<file path="config.mk">
export PLATFORM = sky130hd
export DESIGN_NAME = msg_asm_stream
export DESIGN_NICKNAME = d
export VERILOG_FILES = /design/src/rtl/msg_asm_stream.sv
export SDC_FILE = /design/constraint.sdc
export NUM_CORES = 1
export LEC_CHECK = 0
export CORE_MARGIN = 2
export CORE_UTILIZATION = 48
export CTS_CLUSTER_SIZE = 30
export DETAILED_ROUTE_END_ITERATION = 10
export HOLD_SLACK_MARGIN = 0.12
export PLACE_DENSITY = 0.76
export SLEW_MARGIN = 20
export SYNTH_ARGS = -nofsm -noshare
export SYNTH_HDL_FRONTEND = slang
export SYNTH_SLANG_ARGS = --single-unit
</file>
<file path="constraint.sdc">
create_clock -name clk -period 1.8 [get_ports clk]
set_clock_uncertainty 0.2 [all_clocks]
set_input_delay 0.36 -clock clk [delete_from_list [all_inputs] [get_ports clk]]
set_output_delay 0.36 -clock clk [all_outputs]
set_load 0.05 [all_outputs]
</file>
<file path="src/rtl/msg_asm_stream.sv">
// Packs WORDS_PER_PACKET input words into one wide packet, with a double-buffered
// output stage, an optional inter-word idle timeout and a sticky overflow flag.
module msg_asm_stream #(
   parameter int WORD_SIZE        = 8,
   parameter int WORDS_PER_PACKET = 4,
   parameter int MSB_FIRST        = 0,
   parameter int TIMEOUT          = 0
) (
   input  logic                                  clk,
   input  logic                                  n_reset,
   input  logic [WORD_SIZE-1:0]                  in_data,
   input  logic                                  in_valid,
   output logic                                  in_ready,
   output logic [WORD_SIZE*WORDS_PER_PACKET-1:0] out_data,
   output logic                                  out_valid,
   input  logic                                  out_ready,
   output logic                                  timeout_pulse,
   output logic                                  overflow,
   input  logic                                  clr_err
);

   localparam int N  = WORDS_PER_PACKET;
   localparam int W  = WORD_SIZE;
   localparam int CW = $clog2(N) + 1;
   localparam int TW = (TIMEOUT > 0) ? $clog2(TIMEOUT + 1) : 1;

   logic [CW-1:0]  cnt_reg;
   logic [TW-1:0]  to_cnt_reg;
   logic [N*W-1:0] asm_reg;
   logic [N*W-1:0] asm_next;
   logic [N*W-1:0] out_data_reg;
   logic           out_valid_reg;
   logic           pending_reg;
   logic           pulse_reg;
   logic           overflow_reg;

   logic accept;
   logic complete;
   logic drain;
   logic drop;
   logic expire;

   // While a full packet waits in the assembly buffer, no new word can land.
   assign in_ready = !pending_reg;
   assign accept   = in_valid && in_ready;
   assign drop     = in_valid && !in_ready;
   assign complete = accept && (cnt_reg == CW'(N - 1));
   assign drain    = out_valid_reg && out_ready;
   assign expire   = (TIMEOUT > 0) && !accept && (cnt_reg != '0) &&
                     (int'(to_cnt_reg) + 1 >= TIMEOUT);

   // asm_next is the buffer with the incoming word already placed, so a completing
   // word can go straight to the output register on the same edge.
   genvar gi;
   generate
      for (gi = 0; gi < N; gi++) begin : g_slot
         localparam int K = (MSB_FIRST != 0) ? (N - 1 - gi) : gi;
         assign asm_next[gi*W +: W] = (accept && (cnt_reg == CW'(K))) ?
                                      in_data : asm_reg[gi*W +: W];
      end
   endgenerate

   always_ff @(posedge clk) begin
      if (!n_reset) begin
         cnt_reg       <= '0;
         to_cnt_reg    <= '0;
         asm_reg       <= '0;
         out_data_reg  <= '0;
         out_valid_reg <= 1'b0;
         pending_reg   <= 1'b0;
         pulse_reg     <= 1'b0;
         overflow_reg  <= 1'b0;
      end else begin
         pulse_reg <= expire;

         if (drop)
            overflow_reg <= 1'b1;
         else if (clr_err)
            overflow_reg <= 1'b0;

         if (accept) begin
            asm_reg    <= asm_next;
            cnt_reg    <= complete ? '0 : cnt_reg + CW'(1);
            to_cnt_reg <= '0;
         end else if (expire) begin
            cnt_reg    <= '0;
            to_cnt_reg <= '0;
         end else if ((TIMEOUT > 0) && (cnt_reg != '0)) begin
            to_cnt_reg <= to_cnt_reg + TW'(1);
         end else begin
            to_cnt_reg <= '0;
         end

         if (pending_reg && drain) begin
            out_data_reg <= asm_reg;
            pending_reg  <= 1'b0;
         end else if (complete && (!out_valid_reg || drain)) begin
            out_data_reg  <= asm_next;
            out_valid_reg <= 1'b1;
         end else if (complete) begin
            pending_reg <= 1'b1;
         end else if (drain) begin
            out_valid_reg <= 1'b0;
         end
      end
   end

   assign out_data      = out_data_reg;
   assign out_valid     = out_valid_reg;
   assign timeout_pulse = pulse_reg;
   assign overflow      = overflow_reg;

endmodule

</file>
==> results of run 1 <==
[cell type report]
type                       count  area share
inverter                       6     0.00595
tap                           75      0.0203
multi-input combinational    206       0.368
clock buffer                   9      0.0268
sequential                    70       0.305
timing repair buffer          87       0.258
clock inverter                 7      0.0160
[cells by family (layout without fill, tap and decap cells)]
kind of cell | count (synthesis) | after routing
compound gates | 78 | 78
fa+ha+maj | 4 | 4
buf+inv | 30 | 109
flops | 70 | 70
mux | 27 | 27
other cells | 1 | 1
simple gates | 96 | 96
[routing by layer]
layer | up-vias | share of wire
met4 | 0 | 0.038
met5 | - | 0
met2 | 90 | 0.49
met1 | 1242 | 0.41
met3 | 26 | 0.057
li1 | 1216 | -
[tightest hold or removal path: cells and delay by family, from the launching register on]
family | cells | cell delay (ns)
and+or+nand+nor | 1 | 0.05
AOI/OAI and AO/OA | 1 | 0.07
DFF | 1 | 0.32
[power by group through the flow]
stage	clock network [mW]	registers (mW)	logic (mW)
floorplan	0	1.64	0.153
global placement	0	1.63	0.281
detailed placement	0	1.63	0.288
CTS	1.27	1.60	0.328
global route	1.33	1.61	0.384
finish	1.27	1.61	0.362
[what timing repair did]
action / in CTS / in global routing
hold buffers: 0 / 0
resized for setup: 38 / 25
setup buffers: 5 / 2
endpoints found under the setup margin: 28 / 35
pin swaps: 6 / 5
[stage by stage]
step | setup slack (ns) | util
finish | -0.0780 | 0.768
global route | -0.117 | 0.768
CTS | -0.00649 | 0.744
detailed placement | -0.428 | 0.679
global placement | -0.348 | 0.679
floorplan | 0.115 | -
[worst paths after layout]
kind | cells past startpoint | slack, ns | start | to
worst max register to register | 7 | -0.08 | cnt_reg[0] | out_data[18]
worst max-delay path | 7 | -0.08 | cnt_reg[0] | out_data[18]
worst min-delay path | 2 | 0.27 | asm_reg[25] | asm_reg[25]
worst min register to register | 2 | 0.27 | asm_reg[25] | asm_reg[25]
[Yosys cell counts (3+ instances only)]
cell type  instances
a22o_1             3
buf_4              8
a21boi_0          13
nor2_1             6
nand3_1            4
a21boi_1          18
a32oi_1            4
inv_1              6
o21ai_0            3
mux2i_1           27
clkbuf_1           7
buf_2              5
a21oi_1            4
o211a_1            3
and2b_1            3
o21a_1             4
a2bb2oi_1         20
nor2b_1           29
buf_6              4
dfxtp_1           70
ha_1               4
nand2_1           42
==> impl_metrics.toml, run 1 <==
[status]
status = "finished, violations left"
violations = "setup timing"

[synthesis]
synth_area_per_cell_um2 = 9.91
synth_top_family_by_area = "compound AO/OA/AOI/OAI gates"
synth_ff_type = "dfxtp_1"
synthCells = 306
synth_area_leader_cell = "dfxtp_1"
synth-simple-area-share = 0.170
yosysWarnings = 0
async_reset_ff_frac = 0
ys_ff_latch = 70
synth_cell_types = 38
synth_adder_area_share = 0.0165
synth_xor_area_frac = 0
ys_seq_area_frac = 0.462
yosys.area.top_type_share = 0.462
syn_area_um2 = 3030
synth_area_leaders = "dfxtp_1 46%, mux2i_1 8.9%, nor2b_1 6.0%"
synth_compound_area_frac = 0.202
synth-edff-count = 0
synth_nets = 323
synth.area.mux_share = 0.0891

[die]
dieArea_um2 = 6970
die_x_um = 83.5
io_pins = 49
core_area_um2 = 6030
die_h_um = 83.5
rows = 28
start_util = 0.503

[timing]
maxSlewViolCount = 0
hold_viol = 0
rsz0062_at_grt = "yes"
setup_tns_ns = -0.252
setup-violations-final = 9
finalCritPeriodShare = 1.04
hold_ws_ns = 0.272
period_needed_ns = 1.88
timing.final.ws_setup_ns = -0.0780
max_clock_freq_mhz = 532

[clock_tree]
clk_pin_slew_ns = 0.08
cts_buffers = 9
cts_tree = "yes"
root_buffer = "clkbuf_8"
clock_sinks = 70
cts_buffer_depth = 2
insertion_delay_ns = 0.34
ctsHtreeMaxLevel = 3

[placement]
dpl_cell_area_um2 = 4090
numPortBuffers = 47
place_inst = 437
gp_congestion = 0.804
dp_hpwl_mm = 4.72

[worst_setup_path]
crit_family = "simple AND/OR/NAND/NOR gates"
cp.required_ns = 1.83
critical_path_buf_inv_count = 2
cpMaxStageDelayCell = "dfxtp_4"
cp_max_fo = 4
critPathArrivalTime_ns = 1.91
end_kind = "flip-flop"
startpoint_type = "flip-flop"
worstPathCellList = "inv_4, ha_4, and4bb_4, buf_6, mux2i_4, o211ai_1, and2_1"
critPathKind = "flip-flop to flip-flop"
cpPeakStageDelay_ns = 0.37

[route]
wirelength_mm = 8.07
via_per_inst = 5.60
drtIter0Drc = 168
wire_per_inst_um = 17.5
ant_nets = 0
dr.pass1.iters = 4
vias = 2574
drc = 0

[global_route]
grt_pass1_vias = 2553
grt_max_degree = 71
gr-usage-met2 = 0.397
grt.busiest_layer = "met2"
track_usage = 0.225
grt_use_met1 = 0.271
met3_usage = 0.0287
grt_pass1_wl_mm = 12.4
grt_overflow_total = 0
antenna_found_initial = 0

[finish]
drive_gt1_frac = 0.353
fillerInstances = 370
layout_commonest_cell = "dfxtp_1"
syn_to_final_growth_pct = 52.6
fin_area_um2 = 4630
ff_latch_area_um2 = 1410
instances_no_fill = 460
antennaDiodeCount = 0
nets = 397
multi_input_area_um2 = 1700
final_cell_mix = "66 x dfxtp_1, 42 x nand2_1, 39 x buf_12"

[power]
seq_power_share = 0.497
switching_share = 0.252
p_int_mw = 2.42
power_density_nw_per_um2 = 699
vdd_drop_max_mv = 0.631
p_clk_frac = 0.391
pwr-share-comb = 0.112
p_switching_mw = 0.815
p_leak_nw = 1.67
total_power_mw = 3.24

[worst_hold_path]
min_path_type = "flip-flop to flip-flop"

[run]
drv_cap = 0
Power figures use the tool's default switching activity.
==> run 2, diff against run 1 <==
--- a/config.mk
+++ b/config.mk
@@ -9,6 +9,7 @@
 export CORE_UTILIZATION = 48
 export CTS_CLUSTER_SIZE = 30
 export DETAILED_ROUTE_END_ITERATION = 10
+export GPL_TIMING_DRIVEN = 0
 export HOLD_SLACK_MARGIN = 0.12
 export PLACE_DENSITY = 0.76
 export SLEW_MARGIN = 20
==> impl_metrics.toml, run 2 (synthesis gave the netlist of run 1 again) <==
[placement]
dpl_cell_area_um2 = 3590
dp_slack_ns = -0.496
dp_hpwl_mm = 4.72
gp_congestion = 0.772
place_inst = 427
numPortBuffers = 46

[finish]
antennaDiodeCount = 0
fillerInstances = 416
nets = 401
layout_commonest_cell = "dfxtp_1"
drive_gt1_frac = 0.311
fin_area_um2 = 4440
ff_latch_area_um2 = 1410
multi_input_area_um2 = 1890
instances_no_fill = 464
syn_to_final_growth_pct = 46.2
final_cell_mix = "66 x dfxtp_1, 42 x nand2_1, 29 x nor2b_1"

[die]
core_area_um2 = 6030
rows = 28
die_h_um = 83.5
io_pins = 49
dieArea_um2 = 6970
die_x_um = 83.5
start_util = 0.503

[global_route]
grt_pass1_wl_mm = 12.6
grt_pass1_vias = 2416
grt_max_degree = 12
track_usage = 0.232
grt_overflow_total = 0
antenna_found_initial = 0

[timing]
period_needed_ns = 1.89
max_clock_freq_mhz = 528
timing.final.ws_setup_ns = -0.0926
hold_viol = 0
worstMarginPinSlew_ns = 0.536
rsz0062_at_grt = "yes"
max_slew_margin = 0.642
setup-violations-final = 20
finalCritPeriodShare = 1.05
maxSlewViolCount = 0
hold_ws_ns = 0.178
setup_tns_ns = -0.865

[worst_hold_path]
holdPathEnd = "out_data[12]"
min_path_type = "input port to flip-flop"
min_delay_path_depth = 2
holdCritStartpoint = "n_reset"

[power]
seq_power_share = 0.495
p_clk_frac = 0.379
p_int_mw = 2.44
power_density_nw_per_um2 = 736
p_leak_nw = 1.62
pwr-share-comb = 0.127
p_switching_mw = 0.820
switching_share = 0.251
vdd_drop_max_mv = 0.526

[route]
ant_nets = 0
wire_per_inst_um = 17.6
drtIter0Drc = 134
met3WireLength_um = 355
vias = 2529
wirelength_mm = 8.17
highest-signal-layer = "met4"
drc = 0
dr.pass1.iters = 4
dr_wl_met2_mm = 4.00
met1_length_mm = 3.58
via_per_inst = 5.45

[clock_tree]
clock_sinks = 70
clk_pin_slew_ns = 0.08
cts-hold-fix-buffers = 0
insertion_delay_ns = 0.35
cts_buffers = 9
cts_buffer_depth = 2
cts_tree = "yes"
root_buffer = "clkbuf_8"
ctsHtreeMaxLevel = 3

[worst_setup_path]
cp.required_ns = 1.84
end_kind = "flip-flop"
cpPeakStageDelay_ns = 0.38
cpMaxStageDelayCell = "dfxtp_4"
critPathArrivalTime_ns = 1.93
reg2reg_slack_ns = -0.09
r2r-end = "out_data[1]"
ff2ff_path_depth = 7
r2r_start = "cnt_reg[0]"
worstPathCellList = "inv_4, ha_4, and4bb_2, buf_12, mux2i_4, a2bb2oi_2, a21boi_1"
cp_max_fo = 8
startpoint_type = "flip-flop"
critPathKind = "flip-flop to flip-flop"

[run]
drv_cap = 0

[status]
violations = "setup timing"
status = "finished, violations left"
## run 2: changes by cell type in the layout (fill, tap and decap cells not counted), moves of 5 or more
| cell | change |
|---|---|
| buf_4 | -9 |
| a2bb2oi_2 | +5 |
| mux2i_2 | -6 |
| buf_12 | -36 |
| mux2i_1 | -6 |
| clkbuf_2 | +9 |
| clkdlybuf4s15_1 | +14 |
| clkbuf_1 | +10 |
| mux2i_4 | +12 |
| a2bb2oi_1 | -5 |
| dlygate4sd2_1 | +11 |
## run 2: power by group through the flow
stage               combinational (mW)  sequential (mW)  clock [mW]
floorplan                        0.153             1.64           0
global placement                 0.238             1.63           0
detailed placement               0.243             1.63           0
CTS                              0.315             1.60        1.24
global route                     0.437             1.62        1.33
finish                           0.413             1.61        1.24
## run 2: routing by layer
| metal | track usage | vias up |
|---|---|---|
| met5 | 0 | - |
| met4 | 0.0982 | 0 |
| met3 | 0.0524 | 18 |
| met2 | 0.366 | 67 |
| met1 | 0.306 | 1207 |
| li1 | - | 1237 |
## run 2: final cells by class
| class | count | share of cell area |
|---|---|---|
| Multi-Input combinational cell | 206 | 0.427 |
| Sequential cell | 70 | 0.318 |
| Timing Repair Buffer | 67 | 0.137 |
| Buffer | 24 | 0.0502 |
| Clock buffer | 12 | 0.0305 |
| Tap cell | 75 | 0.0212 |
| Clock inverter | 4 | 0.0107 |
| Inverter | 6 | 0.00621 |
## run 2: repair_timing
action,4_1_cts,5_1_grt
endpoints found under the hold margin,0,0
setup endpoints to repair,64,60
setup buffers,9,12
cloned,1,0
gates resized for setup,96,88
pin swaps,9,18
## run 2: per-stage QoR
stage	utilization	total power, mW
after floorplan	-	1.79
after global placement	0.596	1.87
after detailed placement	0.596	1.88
after CTS	0.678	3.16
after global routing	0.736	3.39
final	0.736	3.26
## run 2: worst max-delay path by stage
stage	cells past startpoint	slack, ns	endpoint	start
after CTS	3	-0.12	in_ready	pending_reg
after global routing	7	-0.16	out_data[2]	cnt_reg[1]
after detailed placement	6	-0.50	out_data[15]	in_valid
after global placement	6	-0.47	out_data[12]	in_valid
after floorplan	7	0.12	out_data[18]	cnt_reg[0]
final	7	-0.09	out_data[1]	cnt_reg[0]
## run 2: worst max-delay path, delay by kind of cell (launching register included)
family,cells,cell delay [ns]
fa+ha+maj,1,0.13
simple gates,1,0.27
buf+inv,2,0.26
flops,1,0.38
compound gates,2,0.26
mux,1,0.28
==> run 3, diff against run 2 <==
--- a/config.mk
+++ b/config.mk
@@ -5,6 +5,7 @@
 export SDC_FILE = /design/constraint.sdc
 export NUM_CORES = 1
 export LEC_CHECK = 0
+export CORE_ASPECT_RATIO = 1.4
 export CORE_MARGIN = 2
 export CORE_UTILIZATION = 48
 export CTS_CLUSTER_SIZE = 30
==> impl_metrics.toml, run 3 (synthesis gave the netlist of run 1 again) <==
[status]
status = "finished, violations left"
violations = "setup timing"

[worst_setup_path]
startpoint_type = "flip-flop"
cp_max_fo = 8
end_kind = "flip-flop"
critPathArrivalTime_ns = 1.89
critPathKind = "flip-flop to flip-flop"
cp.required_ns = 1.83

[finish]
drive_gt1_frac = 0.250
fillerInstances = 475
instances_no_fill = 444
nets = 386
syn_to_final_growth_pct = 36.5
antennaDiodeCount = 0
multi_input_area_um2 = 1770
fin_util = 0.671
final_cell_mix = "66 x dfxtp_1, 42 x nand2_1, 29 x nor2b_1"
fin_area_um2 = 4140
ff_latch_area_um2 = 1410
layout_commonest_cell = "dfxtp_1"

[route]
wirelength_mm = 7.40
via_per_inst = 5.51
vias = 2445
drc = 0
dr.pass1.iters = 4
wire_per_inst_um = 16.7
ant_nets = 0
drtIter0Drc = 101

[clock_tree]
insertion_delay_ns = 0.35
ctsHtreeMaxLevel = 3
cts_buffers = 9
cts_buffer_depth = 2
clock_sinks = 70
root_buffer = "clkbuf_8"
clk_pin_slew_ns = 0.07
cts_tree = "yes"
cts-hold-fix-buffers = 0

[timing]
setup_tns_ns = -0.192
max_clock_freq_mhz = 539
hold_ws_ns = 0.206
max_slew_margin = 0.650
timing.final.ws_setup_ns = -0.0539
period_needed_ns = 1.85
hold_viol = 0
maxSlewViolCount = 0
finalCritPeriodShare = 1.03
setup-violations-final = 9
rsz0062_at_grt = "yes"
worstMarginPinSlew_ns = 0.527

[power]
power_density_nw_per_um2 = 751
vdd_drop_max_mv = 0.516
total_power_mw = 3.11
p_leak_nw = 1.50

[global_route]
grt_use_met1 = 0.244
track_usage = 0.209
met3_usage = 0.0609
grt_overflow_total = 0
antenna_found_initial = 0
grt.busiest_layer = "met2"
grt_pass1_wl_mm = 11.3
grt_pass1_vias = 2364
gr-usage-met2 = 0.352
grt_max_degree = 11

[placement]
dp_slack_ns = -0.534
gp_congestion = 0.771
dpl_cell_area_um2 = 3580
dp_hpwl_mm = 4.75
place_inst = 424
numPortBuffers = 46

[die]
rows = 34
io_pins = 49
core_area_um2 = 6170
die_h_um = 98.1
dieArea_um2 = 6980
start_util = 0.492
die_x_um = 71.2

[worst_hold_path]
min_path_type = "input port to flip-flop"

[run]
drv_cap = 0
## run 3: power by group
part	internal, mW	total, mW	switching (mW)	leakage, nW
clock network	0.597	1.16	0.559	0.0914
registers	1.58	1.61	0.0313	0.568
logic	0.184	0.345	0.161	0.840
total	2.36	3.11	0.751	1.50
## run 3: path summary, 6_finish.rpt
kind,startpoint,end,slack [ns],cells after the start
setup / recovery,cnt_reg[0],out_data[22],-0.05,7
hold reg to reg,out_data[7],out_data[7],0.25,2
hold / removal,n_reset,out_data[17],0.21,2
setup reg to reg,cnt_reg[0],out_data[22],-0.05,7
## run 3: worst max-delay path, cell delays in order, from the launching register on
cell	delay, ns
dfxtp_4	0.37
inv_4	0.07
ha_4	0.12
and4bb_2	0.25
buf_12	0.16
mux2i_4	0.23
a2bb2oi_1	0.22
a21boi_0	0.12
## run 3: cell type report
| class | instances | share of cell area |
|---|---|---|
| plain buffers | 24 | 0.0511 |
| clock buffers | 13 | 0.0408 |
| clock inverters | 1 | 0.00121 |
| inverters | 6 | 0.00604 |
| multi-input cells | 206 | 0.427 |
| flip-flops and latches | 70 | 0.341 |
| well taps | 72 | 0.0218 |
| repair buffers | 52 | 0.112 |
## run 3: metal layers
metal / share of wire / vias to the layer above
met5: 0 / -
met4: 0.021 / 0
met3: 0.040 / 11
met2: 0.53 / 68
met1: 0.41 / 1177
li1: - / 1189
## run 3: repair_timing
action / in CTS / in global routing
endpoints found under the setup margin: 63 / 51
gates resized for setup: 72 / 76
pin swaps: 2 / 4
buffers inserted: 2 / 4
gates cloned: 0 / 0
